`src/rtl/mem_arbiter_if.sv`:
```
// rtl/mem_arbiter_if.sv - IFU, LSU and memory-port signals of the memory arbiter
interface mem_arbiter_if #(
  parameter int ADDR_W = 32,
  parameter int DATA_W = 32
);
  logic                  ifu_req_valid;
  logic                  ifu_req_ready;
  logic [ADDR_W-1:0]     ifu_addr;
  logic                  ifu_resp_valid;
  logic [DATA_W-1:0]     ifu_rdata;
  logic                  ifu_resp_err;

  logic                  lsu_req_valid;
  logic                  lsu_req_ready;
  logic [ADDR_W-1:0]     lsu_addr;
  logic                  lsu_wen;
  logic [DATA_W-1:0]     lsu_wdata;
  logic [DATA_W/8-1:0]   lsu_wmask;
  logic                  lsu_resp_valid;
  logic [DATA_W-1:0]     lsu_rdata;
  logic                  lsu_resp_err;

  logic                  mem_req_valid;
  logic                  mem_req_ready;
  logic [ADDR_W-1:0]     mem_addr;
  logic                  mem_wen;
  logic [DATA_W-1:0]     mem_wdata;
  logic [DATA_W/8-1:0]   mem_wmask;
  logic                  mem_resp_valid;
  logic [DATA_W-1:0]     mem_rdata;

  modport slave (
    input  ifu_req_valid, ifu_addr,
    output ifu_req_ready, ifu_resp_valid, ifu_rdata, ifu_resp_err,
    input  lsu_req_valid, lsu_addr, lsu_wen, lsu_wdata, lsu_wmask,
    output lsu_req_ready, lsu_resp_valid, lsu_rdata, lsu_resp_err,
    output mem_req_valid, mem_addr, mem_wen, mem_wdata, mem_wmask,
    input  mem_req_ready, mem_resp_valid, mem_rdata
  );

  modport master (
    output ifu_req_valid, ifu_addr,
    input  ifu_req_ready, ifu_resp_valid, ifu_rdata, ifu_resp_err,
    output lsu_req_valid, lsu_addr, lsu_wen, lsu_wdata, lsu_wmask,
    input  lsu_req_ready, lsu_resp_valid, lsu_rdata, lsu_resp_err,
    input  mem_req_valid, mem_addr, mem_wen, mem_wdata, mem_wmask,
    output mem_req_ready, mem_resp_valid, mem_rdata
  );
endinterface

```
`src/rtl/mem_arbiter.sv`:
```
// rtl/mem_arbiter.sv - round-robin IFU/LSU arbiter for one memory port with watchdog
module mem_arbiter #(
  parameter int ADDR_W  = 32,
  parameter int DATA_W  = 32,
  parameter int TIMEOUT = 255
) (
  input  logic         clk,
  input  logic         rst,
  mem_arbiter_if.slave bus
);
  localparam int MASK_W = DATA_W / 8;
  localparam int CNT_W  = $clog2(TIMEOUT + 1);

  typedef enum logic [1:0] {IDLE, REQ, WAIT, RESP} state_t;

  state_t              state, state_nxt;
  logic                last_grant;   // 1 = LSU
  logic                owner;        // 1 = LSU
  logic [ADDR_W-1:0]   addr_q;
  logic                wen_q;
  logic [DATA_W-1:0]   wdata_q;
  logic [MASK_W-1:0]   wmask_q;
  logic [CNT_W-1:0]    cnt;
  logic [DATA_W-1:0]   ifu_rdata_q, lsu_rdata_q;
  logic                ifu_err_q, lsu_err_q;

  logic                grant_ifu, grant_lsu, accept, timeout, done;
  logic                ifu_ready, lsu_ready, mreq_valid, ifu_rvalid, lsu_rvalid;
  logic [DATA_W-1:0]   rdata_n;

  // On a tie the requester that did not win last time goes first.
  always_comb begin
    grant_ifu = bus.ifu_req_valid && (!bus.lsu_req_valid || last_grant);
    grant_lsu = bus.lsu_req_valid && !grant_ifu;
    accept    = (state == IDLE) && (grant_ifu || grant_lsu);
    timeout   = (cnt == CNT_W'(TIMEOUT - 1));
    done      = bus.mem_resp_valid || timeout;
    rdata_n   = (bus.mem_resp_valid && !wen_q) ? bus.mem_rdata : '0;
  end

  always_ff @(posedge clk or negedge rst) begin
    if (!rst) state <= IDLE;
    else      state <= state_nxt;
  end

  always_comb begin
    state_nxt  = state;
    ifu_ready  = 1'b0;
    lsu_ready  = 1'b0;
    mreq_valid = 1'b0;
    ifu_rvalid = 1'b0;
    lsu_rvalid = 1'b0;
    case (state)
      IDLE: begin
        ifu_ready = grant_ifu && rst;
        lsu_ready = grant_lsu && rst;
        if (accept) state_nxt = REQ;
      end
      REQ: begin
        mreq_valid = 1'b1;
        if (bus.mem_req_ready) state_nxt = WAIT;
      end
      WAIT: begin
        if (done) state_nxt = RESP;
      end
      RESP: begin
        ifu_rvalid = !owner;
        lsu_rvalid = owner;
        state_nxt  = IDLE;
      end
      default: state_nxt = IDLE;
    endcase
  end

  always_ff @(posedge clk or negedge rst) begin
    if (!rst) begin
      last_grant  <= 1'b1;
      owner       <= 1'b0;
      addr_q      <= '0;
      wen_q       <= 1'b0;
      wdata_q     <= '0;
      wmask_q     <= '0;
      cnt         <= '0;
      ifu_rdata_q <= '0;
      lsu_rdata_q <= '0;
      ifu_err_q   <= 1'b0;
      lsu_err_q   <= 1'b0;
    end else begin
      case (state)
        IDLE: begin
          if (accept) begin
            owner      <= grant_lsu;
            last_grant <= grant_lsu;
            addr_q     <= grant_lsu ? bus.lsu_addr : bus.ifu_addr;
            wen_q      <= grant_lsu && bus.lsu_wen;
            wdata_q    <= grant_lsu ? bus.lsu_wdata : '0;
            wmask_q    <= grant_lsu ? bus.lsu_wmask : '0;
          end
        end
        REQ: begin
          if (bus.mem_req_ready) cnt <= '0;
        end
        WAIT: begin
          // A response arriving on the timeout cycle still counts as a response.
          if (done) begin
            if (owner) begin
              lsu_rdata_q <= rdata_n;
              lsu_err_q   <= !bus.mem_resp_valid;
            end else begin
              ifu_rdata_q <= rdata_n;
              ifu_err_q   <= !bus.mem_resp_valid;
            end
          end else begin
            cnt <= cnt + CNT_W'(1);
          end
        end
        default: ;
      endcase
    end
  end

  assign bus.ifu_req_ready  = ifu_ready;
  assign bus.lsu_req_ready  = lsu_ready;
  assign bus.ifu_resp_valid = ifu_rvalid;
  assign bus.lsu_resp_valid = lsu_rvalid;
  assign bus.ifu_rdata      = ifu_rdata_q;
  assign bus.lsu_rdata      = lsu_rdata_q;
  assign bus.ifu_resp_err   = ifu_err_q;
  assign bus.lsu_resp_err   = lsu_err_q;
  assign bus.mem_req_valid  = mreq_valid;
  assign bus.mem_addr       = addr_q;
  assign bus.mem_wen        = wen_q;
  assign bus.mem_wdata      = wdata_q;
  assign bus.mem_wmask      = wmask_q;
endmodule

```
`src/flat_wrapper.sv`:
```
// flat-port wrapper written by rule: the top's interface ports become plain ports
module mem_arbiter_flat 
#(
  parameter int ADDR_W  = 32,
  parameter int DATA_W  = 32,
  parameter int TIMEOUT = 255
)
  (clk, rst, bus_ifu_req_valid, bus_ifu_addr, bus_ifu_req_ready, bus_ifu_resp_valid, bus_ifu_rdata, bus_ifu_resp_err, bus_lsu_req_valid, bus_lsu_addr, bus_lsu_wen, bus_lsu_wdata, bus_lsu_wmask, bus_lsu_req_ready, bus_lsu_resp_valid, bus_lsu_rdata, bus_lsu_resp_err, bus_mem_req_valid, bus_mem_addr, bus_mem_wen, bus_mem_wdata, bus_mem_wmask, bus_mem_req_ready, bus_mem_resp_valid, bus_mem_rdata);
  mem_arbiter_if #(.ADDR_W(ADDR_W), .DATA_W(DATA_W)) bus_i ();
  input  logic clk;
  input  logic rst;
  input wire logic [$bits(bus_i.ifu_req_valid)-1:0] bus_ifu_req_valid;
  input wire logic [$bits(bus_i.ifu_addr)-1:0] bus_ifu_addr;
  output wire logic [$bits(bus_i.ifu_req_ready)-1:0] bus_ifu_req_ready;
  output wire logic [$bits(bus_i.ifu_resp_valid)-1:0] bus_ifu_resp_valid;
  output wire logic [$bits(bus_i.ifu_rdata)-1:0] bus_ifu_rdata;
  output wire logic [$bits(bus_i.ifu_resp_err)-1:0] bus_ifu_resp_err;
  input wire logic [$bits(bus_i.lsu_req_valid)-1:0] bus_lsu_req_valid;
  input wire logic [$bits(bus_i.lsu_addr)-1:0] bus_lsu_addr;
  input wire logic [$bits(bus_i.lsu_wen)-1:0] bus_lsu_wen;
  input wire logic [$bits(bus_i.lsu_wdata)-1:0] bus_lsu_wdata;
  input wire logic [$bits(bus_i.lsu_wmask)-1:0] bus_lsu_wmask;
  output wire logic [$bits(bus_i.lsu_req_ready)-1:0] bus_lsu_req_ready;
  output wire logic [$bits(bus_i.lsu_resp_valid)-1:0] bus_lsu_resp_valid;
  output wire logic [$bits(bus_i.lsu_rdata)-1:0] bus_lsu_rdata;
  output wire logic [$bits(bus_i.lsu_resp_err)-1:0] bus_lsu_resp_err;
  output wire logic [$bits(bus_i.mem_req_valid)-1:0] bus_mem_req_valid;
  output wire logic [$bits(bus_i.mem_addr)-1:0] bus_mem_addr;
  output wire logic [$bits(bus_i.mem_wen)-1:0] bus_mem_wen;
  output wire logic [$bits(bus_i.mem_wdata)-1:0] bus_mem_wdata;
  output wire logic [$bits(bus_i.mem_wmask)-1:0] bus_mem_wmask;
  input wire logic [$bits(bus_i.mem_req_ready)-1:0] bus_mem_req_ready;
  input wire logic [$bits(bus_i.mem_resp_valid)-1:0] bus_mem_resp_valid;
  input wire logic [$bits(bus_i.mem_rdata)-1:0] bus_mem_rdata;
  assign bus_i.ifu_req_valid = bus_ifu_req_valid;
  assign bus_i.ifu_addr = bus_ifu_addr;
  assign bus_ifu_req_ready = bus_i.ifu_req_ready;
  assign bus_ifu_resp_valid = bus_i.ifu_resp_valid;
  assign bus_ifu_rdata = bus_i.ifu_rdata;
  assign bus_ifu_resp_err = bus_i.ifu_resp_err;
  assign bus_i.lsu_req_valid = bus_lsu_req_valid;
  assign bus_i.lsu_addr = bus_lsu_addr;
  assign bus_i.lsu_wen = bus_lsu_wen;
  assign bus_i.lsu_wdata = bus_lsu_wdata;
  assign bus_i.lsu_wmask = bus_lsu_wmask;
  assign bus_lsu_req_ready = bus_i.lsu_req_ready;
  assign bus_lsu_resp_valid = bus_i.lsu_resp_valid;
  assign bus_lsu_rdata = bus_i.lsu_rdata;
  assign bus_lsu_resp_err = bus_i.lsu_resp_err;
  assign bus_mem_req_valid = bus_i.mem_req_valid;
  assign bus_mem_addr = bus_i.mem_addr;
  assign bus_mem_wen = bus_i.mem_wen;
  assign bus_mem_wdata = bus_i.mem_wdata;
  assign bus_mem_wmask = bus_i.mem_wmask;
  assign bus_i.mem_req_ready = bus_mem_req_ready;
  assign bus_i.mem_resp_valid = bus_mem_resp_valid;
  assign bus_i.mem_rdata = bus_mem_rdata;
  mem_arbiter #(.ADDR_W(ADDR_W), .DATA_W(DATA_W), .TIMEOUT(TIMEOUT)) u_core (.clk(clk), .rst(rst), .bus(bus_i));
endmodule
```
`config.mk`:
```
export PLATFORM = sky130hd
export DESIGN_NAME = mem_arbiter_flat
export DESIGN_NICKNAME = d
export VERILOG_FILES = /design/src/rtl/mem_arbiter_if.sv /design/src/rtl/mem_arbiter.sv /design/src/flat_wrapper.sv
export SDC_FILE = /design/constraint.sdc
export NUM_CORES = 1
export LEC_CHECK = 0
export ABC_AREA = 1
export CAP_MARGIN = 20
export CORE_AREA = 2 2 141 143
export DETAILED_ROUTE_END_ITERATION = 8
export DIE_AREA = 0 0 143 145
export PLACE_DENSITY = 0.67
export SETUP_SLACK_MARGIN = 0.4
export SKIP_LAST_GASP = 1
export SLEW_MARGIN = 30
export SYNTH_ARGS = -nofsm -noshare
export SYNTH_HDL_FRONTEND = slang
export SYNTH_SLANG_ARGS = --single-unit
```
`constraint.sdc`:
```
create_clock -name clk -period 4.2 [get_ports clk]
set_input_delay 0.63 -clock clk [delete_from_list [all_inputs] [get_ports clk]]
set_output_delay 0.63 -clock clk [all_outputs]
set_load 0.02 [all_outputs]
```
==> results of run 1 <==
[synthesized netlist by cell type (9+ instances only)]
| library cell | number |
|---|---|
| nand2_1 | 206 |
| dfrtp_1 | 146 |
| inv_1 | 121 |
| o21ai_0 | 106 |
| nand3_1 | 45 |
| o21ai_1 | 37 |
| o21ai_2 | 27 |
| buf_2 | 16 |
| nor2_1 | 15 |
| buf_6 | 10 |
| buf_4 | 9 |
| clkbuf_1 | 9 |
[power groups by stage]
| stage | clock [W] | sequential [W] | combinational [W] |
|---|---|---|---|
| 4_1_cts | 0.00166 | 0.00241 | 0.00352 |
| 6_report | 0.00161 | 0.00241 | 0.00347 |
| 3_5_place_dp | 0 | 0.00242 | 0.00350 |
| 5_1_grt | 0.00172 | 0.00249 | 0.00379 |
| 3_3_place_gp | 0 | 0.00241 | 0.00347 |
| 2_1_floorplan | 0 | 0.00313 | 0.00112 |
[worst reg2reg max path: cells and delay by family (launching register included)]
kind,cells,cell delay [ns]
adders and majority gates,1,0.17
and+or+nand+nor,5,0.94
buffers and inverters,1,0.12
DFF,1,0.41
AOI/OAI and AO/OA,1,0.44
[state kept, by name (all words and copies together) (netlist names)]
register	flops
u_core.bus.ifu_resp_err	1
u_core.bus.mem_wen	1
u_core.bus.ifu_rdata	32
u_core.bus.mem_wmask	4
u_core.last_grant	1
u_core.bus.mem_wdata	32
u_core.bus.mem_addr	32
u_core.cnt	8
u_core.state	2
u_core.bus.lsu_rdata	32
u_core.bus.lsu_resp_err	1
u_core.owner	1
[layout by cell type, fill, tap and decap left out, types with 3 or more instances in the layout]
| cell | synthesis | routed |
|---|---|---|
| clkdlybuf4s50_1 | 0 | 277 |
| nand2_1 | 206 | 206 |
| dfrtp_1 | 146 | 146 |
| inv_1 | 121 | 121 |
| o21ai_0 | 106 | 106 |
| nand3_1 | 45 | 45 |
| o21ai_1 | 37 | 37 |
| o21ai_2 | 27 | 27 |
| clkbuf_16 | 0 | 17 |
| nor2_1 | 15 | 14 |
| buf_4 | 9 | 7 |
| ha_1 | 6 | 6 |
| inv_6 | 0 | 5 |
| bufinv_16 | 0 | 3 |
[kinds of logic after synthesis]
family | share of synthesized area [%]
AOI/OAI and AO/OA | 14.81
xor gates and xnor gates | 0.2638
adders and majority gates | 1.130
buffers and inverters | 11.27
DFF | 55.41
and+or+nand+nor | 17.12
[through the flow]
stage / total power [W] / hold slack [ns]
final: 0.007485 / 0.1286
after global routing: 0.007998 / 0.1394
after CTS: 0.007584 / 0.1265
after detailed placement: 0.005918 / 0.4667
after global placement: 0.005878 / 0.4642
after floorplan: 0.004249 / 0.3344
[layer usage]
layer | up-vias | wire, um
met5 | - | 0
met4 | 0 | 200
met3 | 15 | 1681
met2 | 219 | 7934
met1 | 2587 | 7829
li1 | 2939 | -
[path summary, 6_finish.rpt]
| path | cells after the start | endpoint |
|---|---|---|
| worst min register to register | 2 | u_core.bus.ifu_rdata[3] |
| max in group asynchronous | 2 | u_core.bus.mem_addr[25] |
| worst max register to register | 8 | u_core.bus.ifu_rdata[5] |
| worst max-delay path | 6 | bus_lsu_req_ready |
| min in group clk | 2 | u_core.bus.ifu_rdata[3] |
| worst min-delay path | 1 | u_core.bus.ifu_rdata[10] |
[cell type report]
class	count	area [um2]	area share (%)
timing repair buffer	285	2836	27.91
tap	265	331.6	3.262
antenna	1	2.502	0.02462
clock buffer	20	456.7	4.493
sequential	147	3680	36.20
clock inverter	12	168.9	1.662
multi-input combinational	458	2235	21.98
inverter	121	454.2	4.468
==> impl_metrics.ini, run 1 <==
[layout]
fin_area_um2 = 10160
drive_gt1_share_pct = 7.287
fin_cells = 1309
areaGrowthSynthToFinish_pct = 53.05
postLayoutCoreUtil_pct = 52.92
fillers = 1801
final_nets = 1175

[sta]
setup_ws_ns = 1.313
clock-skew-final_ns = 0.006877
finalHoldViolCount = 0
finalSetupViolCount = 0
report.final.slew_viol_count = 0
relSlewSlack_pct = 44.73
fmax_mhz = 346.4
setup_tns_ns = 0
rsz0062_at_grt = no
tightest_slew_ns = 0.8290
fin_crit_sh_pct = 68.74
min_period_ns = 2.887

[yosys]
synth_top_flop_cell = dfrtp_1
avgSynthCellArea_um2 = 8.625
ys_types = 24
ys_ff_latch = 147
yosysTopAreaCell = dfrtp_1
synth_top_area_share_pct = 55.01
netlist_top_cells_area = dfrtp_1 (55%), nand2_1 (12%), o21ai_0 (8.0%), inv_1 (6.8%), o21ai_2 (3.6%)
synth-edff-count = 0
syn_inst = 770
ys_warn_count = 0
ys_seq_area_share_pct = 55.41
synthArstFlopShare_pct = 100.0
synth_area_um2 = 6641
synthesis.nets = 915

[worst_setup_path]
regToRegSetupSlack_ns = 2.03
end_kind = output pin
worstSetupPathType = primary input to output pin
startpoint = bus_lsu_req_valid
crit_fanout = 13
worstPathArrival_ns = 2.26
path_cells = clkdlybuf4s50_1 > inv_1 > a21oi_4 > nand3_1 > inv_1 > clkdlybuf4s50_1
critPathLaunchType = primary input
crit_buf_inv = 4
cpMaxStageDelayCell = clkdlybuf4s50_1
required_ns = 3.57
slowest_delay_ns = 0.59
critical_path.top_delay_family = buffers and inverters
r2r-start = u_core.cnt[0]

[route]
drtPass1Iterations = 4
vias_per_cell = 4.400
drt_iter0_drc = 241
drc = 0
wl_per_cell_um = 13.48
vias = 5760
final_antenna_net_count = 0
routed_wl_um = 17640

[power_and_ir_drop]
internal_power_w = 0.004566
p_switching_w = 0.002919
switching_share_pct = 39.00
pwr-share-seq_pct = 32.1
leakage_nw = 4.548
power.share.clock_pct = 21.5
p_comb_share_pct = 46.4
power.density_nw_per_um2 = 736.4
irDropWorstVdd_uv = 323.1

[floorplan]
start_util_pct = 34.58
die_area_um2 = 20740
pin_count = 279
fp.dieH_um = 145
core_area_um2 = 19210
rows = 51
die_w_um = 143

[global_route]
met3_usage_pct = 7.195
grt_max_degree = 83
track_usage_pct = 17.42
grt_pass1_vias = 5688
grt_pass1_wl_um = 28830
use_met2_pct = 27.34
antenna_found_initial = 1
overflow = 0
use_met1_pct = 22.38
gr-max-usage-layer = met2

[cts]
postCtsSetupBuffers = 0
cts.sink_count = 147
postCtsHoldBufs = 0
cts.clk_slew.worst_paths_ns = 0.06
cts_tree = yes
cts_root_buf = clkbuf_16
numCtsBuffers = 17
cts-htree-levels = 4
cts-resized-gates = 0
clockBufferDepth = 2
clk-insertion-delay-late_ns = 0.41

[worst_hold_path]
hold_path.class = primary input to asynchronous set/reset pin

[placed_design]
pre_cts_slack_ns = 1.313
port_buffers = 278
dp_cells = 1276
place_congestion = 0.7924
hpwl_um = 12630
dpl_cell_area_um2 = 9537

[flow_run]
maxCapViolCount = 0

[status]
status = finished, final reports clean
Note: power is estimated with default switching activity, not from simulation.
==> run 2: changes to the inputs <==
==> constraint.sdc (replaced) <==
create_clock -name clk -period 2.9 [get_ports clk]
set_input_delay 0.435 -clock clk [delete_from_list [all_inputs] [get_ports clk]]
set_output_delay 0.435 -clock clk [all_outputs]
set_load 0.02 [all_outputs]
==> run 2 against run 1 <==
Compared with the run above: critical path depth unchanged; register-to-register slack got worse by 1.1 ns; final cell count increased by 0.31%; clock power increased by 36%; critical endpoint unchanged; wire length increased by 0.80%; sequential power increased by 45%; via count increased by 1.1%; power increased by 44%; sequential share of layout area decreased by 0.23 points; clock-buffer cell count decreased by 1; global-route usage decreased by 0.13 points; core utilization increased by 0.34 points.
==> impl_metrics.ini, run 2 (synthesis results as in run 1) <==
[status]
status = finished, final reports clean

[floorplan]
pin_count = 279
fp.dieH_um = 145
start_util_pct = 34.58
die_w_um = 143
rows = 51
core_area_um2 = 19210
die_area_um2 = 20740

[placed_design]
port_buffers = 278
hpwl_um = 12710
dpl_cell_area_um2 = 9642
place_congestion = 0.7590

[power_and_ir_drop]
total_power_w = 0.01080
power.density_nw_per_um2 = 1056
irDropWorstVdd_uv = 430.3
leakage_nw = 4.586

[sta]
relSlewSlack_pct = 47.45
fmax_mhz = 421.5
finalSetupViolCount = 0
min_period_ns = 2.372
clock-skew-final_ns = 0.01036
fin_crit_sh_pct = 81.81
setup_tns_ns = 0
report.final.slew_viol_count = 0
finalHoldViolCount = 0
rsz0062_at_grt = no
tightest_slew_ns = 0.7883

[layout]
drive_gt1_share_pct = 7.545
fin_area_um2 = 10230
final_cell_mix = clkdlybuf4s50_1 (276), nand2_1 (206), dfrtp_1 (146), inv_1 (121), o21ai_0 (106)
postLayoutCoreUtil_pct = 53.26
areaGrowthSynthToFinish_pct = 54.03
layout_commonest_cell = clkdlybuf4s50_1
final_nets = 1179

[worst_setup_path]
crit_fanout = 4
end_kind = output pin
path_cells = clkdlybuf4s50_1 > inv_1 > a21oi_4 > nand3_1 > inv_1 > clkdlybuf4s50_1
worstSetupPathType = primary input to output pin
required_ns = 2.47
r2r_cells = 10
cpMaxStageDelayCell = clkdlybuf4s50_1
regToRegSetupSlack_ns = 0.89
critical_path.top_delay_family = buffers and inverters
startpoint = bus_lsu_req_valid
slowest_delay_ns = 0.61
crit_buf_inv = 4
timing.rr.end = u_core.bus.lsu_rdata[23]
critPathLaunchType = primary input
worstPathArrival_ns = 1.94
r2r-start = u_core.cnt[0]

[cts]
postCtsSetupBuffers = 0
cts_root_buf = clkbuf_16
cts-htree-levels = 4
clockBufferDepth = 2
cts.sink_count = 147
cts.clk_slew.worst_paths_ns = 0.06
postCtsHoldBufs = 0
cts_tree = yes
numCtsBuffers = 17
clk-insertion-delay-late_ns = 0.41

[worst_hold_path]
hold_path.class = primary input to asynchronous set/reset pin

[route]
final_antenna_net_count = 0
drtPass1Iterations = 4
wl_per_cell_um = 13.55
vias = 5825
routed_wl_um = 17790
drt_iter0_drc = 281
vias_per_cell = 4.436
drc = 0

[global_route]
grt_pass1_vias = 5631
overflow = 0
track_usage_pct = 17.29
grt_pass1_wl_um = 28680
grt_max_degree = 148
antenna_found_initial = 1

[flow_run]
maxCapViolCount = 0
[run 2: cell count changes in the layout (fill, tap and decap cells not counted), moves of 2 or more]
cell,delta
buf_12,+6
clkbuf_8,-2
clkinvlp_4,+2
buf_4,-2
[run 2: how the worst max path moves through the flow]
stage | endpoint | slack, ns | cells past startpoint
after CTS | bus_ifu_req_ready | 0.51 | 5
after floorplan | bus_lsu_req_ready | 1.17 | 6
after global placement | bus_lsu_req_ready | 0.55 | 6
after global routing | bus_lsu_req_ready | 0.42 | 5
after detailed placement | bus_lsu_req_ready | 0.53 | 6
final | bus_lsu_req_ready | 0.53 | 6
[run 2: cell type report]
| type | count | area [um2] |
|---|---|---|
| Multi-Input combinational cell | 458 | 2235 |
| Tap cell | 265 | 331.6 |
| Sequential cell | 147 | 3680 |
| Inverter | 121 | 454.2 |
| Timing Repair Buffer | 289 | 2944 |
| Antenna cell | 1 | 2.502 |
| Clock buffer | 19 | 432.9 |
| Clock inverter | 13 | 150.1 |
| Fill cell | 1763 | 8977 |
[run 2: timing repair]
item,CTS,global route
resized for setup,0,1
hold endpoints to repair,0,0
endpoints found under the setup margin,0,1
[run 2: metrics by stage]
step | std cells | worst slack (ns) | hold WS [ns]
floorplan | 770 | 1.173 | 0.1394
global placement | 1280 | 0.5490 | 0.4653
detailed placement | 1280 | 0.5268 | 0.4705
CTS | 1312 | 0.5081 | 0.2189
global route | 1312 | 0.4213 | 0.2331
finish | 1313 | 0.5276 | 0.1707
[run 2: metal layers]
metal | vias to the layer above | part of all wire [%] | track usage (%)
li1 | 2942 | - | -
met1 | 2652 | 43 | 21.87
met2 | 214 | 47 | 28.04
met3 | 17 | 8.8 | 5.941
met4 | 0 | 1.3 | 4.851
met5 | - | 0 | 0
[run 2: report_power, final]
| part | internal, W | total [W] | switching, W | leakage, nW |
|---|---|---|---|---|
| Sequential | 0.00297 | 0.00349 | 0.000527 | 1.92 |
| Clock | 0.00129 | 0.00219 | 0.000910 | 0.273 |
| Combinational | 0.00230 | 0.00511 | 0.00281 | 2.39 |
==> run 3: changes to the inputs <==
--- a/config.mk
+++ b/config.mk
@@ -10,7 +10,7 @@
 export CORE_AREA = 2 2 141 143
 export DETAILED_ROUTE_END_ITERATION = 8
 export DIE_AREA = 0 0 143 145
-export PLACE_DENSITY = 0.67
+export PLACE_DENSITY = 0.7
 export SETUP_SLACK_MARGIN = 0.4
 export SKIP_LAST_GASP = 1
 export SLEW_MARGIN = 30
==> constraint.sdc (replaced) <==
create_clock -name clk -period 2.1 [get_ports clk]
set_input_delay 0.315 -clock clk [delete_from_list [all_inputs] [get_ports clk]]
set_output_delay 0.315 -clock clk [all_outputs]
set_load 0.02 [all_outputs]
==> run 3 against run 2 <==
Compared with the run above: wire length rose by 23%; clock power up 30%; non-clock buffer count increased by 42; first-iteration DRC count shrank 22%; worst hold slack got worse by 0.14 ns; critical path type is now register to register; clock skew shrank 0.0030 ns; register-to-register slack got worse by 0.52 ns; highest routed layer unchanged.
==> impl_metrics.ini, run 3 (synthesis results as in run 1) <==
[placed_design]
dpl_cell_area_um2 = 9677
hpwl_um = 12650
port_buffers = 278
place_congestion = 0.7908

[worst_setup_path]
crit_fanout = 8
worstSetupPathType = register to register
cpMaxStageDelayCell = dfrtp_1
worstPathArrival_ns = 2.06
end_kind = register
critPathLaunchType = register
required_ns = 2.43
slowest_delay_ns = 0.39
path_cells = buf_6 > inv_4 > ha_4 > buf_4 > inv_2 > a21oi_4 > buf_12 > clkbuf_16 > nand3_1 > o21ai_0

[sta]
setup_tns_ns = 0
relSlewSlack_pct = 45.07
fmax_mhz = 577.6
report.final.slew_viol_count = 0
finalHoldViolCount = 0
finalSetupViolCount = 0
rsz0062_at_grt = yes
clock-skew-final_ns = 0.007364
fin_crit_sh_pct = 82.45
min_period_ns = 1.731
tightest_slew_ns = 0.8239

[global_route]
grt_pass1_wl_um = 29510
use_met1_pct = 22.57
antenna_found_initial = 0
overflow = 0
track_usage_pct = 17.90
met3_usage_pct = 5.842
grt_pass1_vias = 5673
grt_max_degree = 148
gr-max-usage-layer = met2
use_met2_pct = 28.92

[status]
status = finished, final reports clean

[cts]
cts.clk_slew.worst_paths_ns = 0.06
clockBufferDepth = 2
clk-insertion-delay-late_ns = 0.42
cts.sink_count = 147
cts-htree-levels = 4
cts_tree = yes
numCtsBuffers = 17
cts_root_buf = clkbuf_16

[layout]
antenna_cells = 0
fin_area_um2 = 10870
layout_commonest_cell = nand2_1
fillers = 1764
final_nets = 1222
final_cell_mix = nand2_1 (193), dfrtp_1 (146), clkdlybuf4s50_1 (137), dlygate4sd2_1 (122), inv_1 (117)
drive_gt1_share_pct = 14.22
postLayoutCoreUtil_pct = 56.60
areaGrowthSynthToFinish_pct = 63.68

[route]
vias_per_cell = 4.558
wl_per_cell_um = 16.08
drt_iter0_drc = 220
drc = 0
final_antenna_net_count = 0
drtPass1Iterations = 4
vias = 6176
routed_wl_um = 21800

[floorplan]
rows = 51
pin_count = 279
fp.dieH_um = 145
die_w_um = 143
start_util_pct = 34.58
die_area_um2 = 20740
core_area_um2 = 19210

[power_and_ir_drop]
leakage_nw = 5.527
irDropWorstVdd_uv = 592.8
power.density_nw_per_um2 = 1418

[worst_hold_path]
hold_path.class = primary input to asynchronous set/reset pin

[flow_run]
maxCapViolCount = 0
## run 3: changes by cell type in the layout (fill, tap and decap cells not counted), sizes merged
cell | before | now
diode | 1 | 0
dlymetal6s2s | 1 | 13
buf | 12 | 47
clkbuf | 19 | 30
bufinv | 2 | 0
nand3 | 47 | 48
clkinv | 2 | 3
clkdlybuf4s50 | 276 | 137
inv | 126 | 128
dlygate4sd2 | 0 | 122
## run 3: routing by layer
| layer | vias to the layer above | routed length [um] | share of wire (%) |
|---|---|---|---|
| met5 | - | 0 | 0 |
| li1 | 3046 | - | - |
| met4 | 0 | 354 | 1.6 |
| met3 | 27 | 1603 | 7.4 |
| met1 | 2869 | 9087 | 42 |
| met2 | 234 | 10750 | 49 |
## run 3: per-stage QoR
stage	hold WS, ns	total power, W	setup slack [ns]	cells
3_3_place_gp	0.4633	0.01187	0.09870	1283
5_1_grt	0.1000	0.01639	0.2728	1355
6_report	0.02690	0.01541	0.3686	1355
2_1_floorplan	0.01941	0.008498	0.5660	770
3_5_place_dp	0.4678	0.01198	0.05667	1283
4_1_cts	0.09722	0.01422	0.2959	1322
## run 3: worst paths after layout
check	start	end	slack (ns)	cells after the start
max in group asynchronous	rst	u_core.bus.mem_wdata[7]	1.44	2
worst min-delay path	rst	u_core.state[0]	0.03	2
worst min register to register	u_core.bus.lsu_rdata[21]	u_core.bus.lsu_rdata[21]	0.48	2
worst max register to register	u_core.state[0]	u_core.bus.mem_wdata[11]	0.37	10
min in group clk	bus_lsu_wmask[3]	u_core.bus.mem_wmask[3]	0.45	3
worst max-delay path	u_core.state[0]	u_core.bus.mem_wdata[11]	0.37	10
## run 3: repair_timing
action	in CTS	in global routing
hold buffers	0	0
resized for setup	148	97
setup endpoints to repair	178	134
setup buffers	6	9
pin swaps	1	2
gates cloned	1	24
## run 3: power by group
part	leakage (nW)	internal (W)	switching (W)	total [W]
Combinational	3.35	0.00329	0.00446	0.00775
Clock	0.257	0.00155	0.00131	0.00285
Sequential	1.92	0.00409	0.000712	0.00480
Total	5.53	0.00893	0.00648	0.0154
## run 3: worst max-delay path: cells and delay by family (launching register included)
kind | cells | cell delay (ns)
buffers and inverters | 6 | 0.69
and+or+nand+nor | 1 | 0.05
AOI/OAI and AO/OA | 2 | 0.36
adders and majority gates | 1 | 0.13
DFF | 1 | 0.39
## run 3: cell type report
class / instances / area, um2 / area share (%)
sequential: 147 / 3680 / 33.85
timing repair buffer: 331 / 3503 / 32.23
multi-input combinational: 459 / 2350 / 21.62
inverter: 121 / 456.7 / 4.201
clock buffer: 18 / 429.2 / 3.948
tap: 265 / 331.6 / 3.050
clock inverter: 14 / 120.1 / 1.105
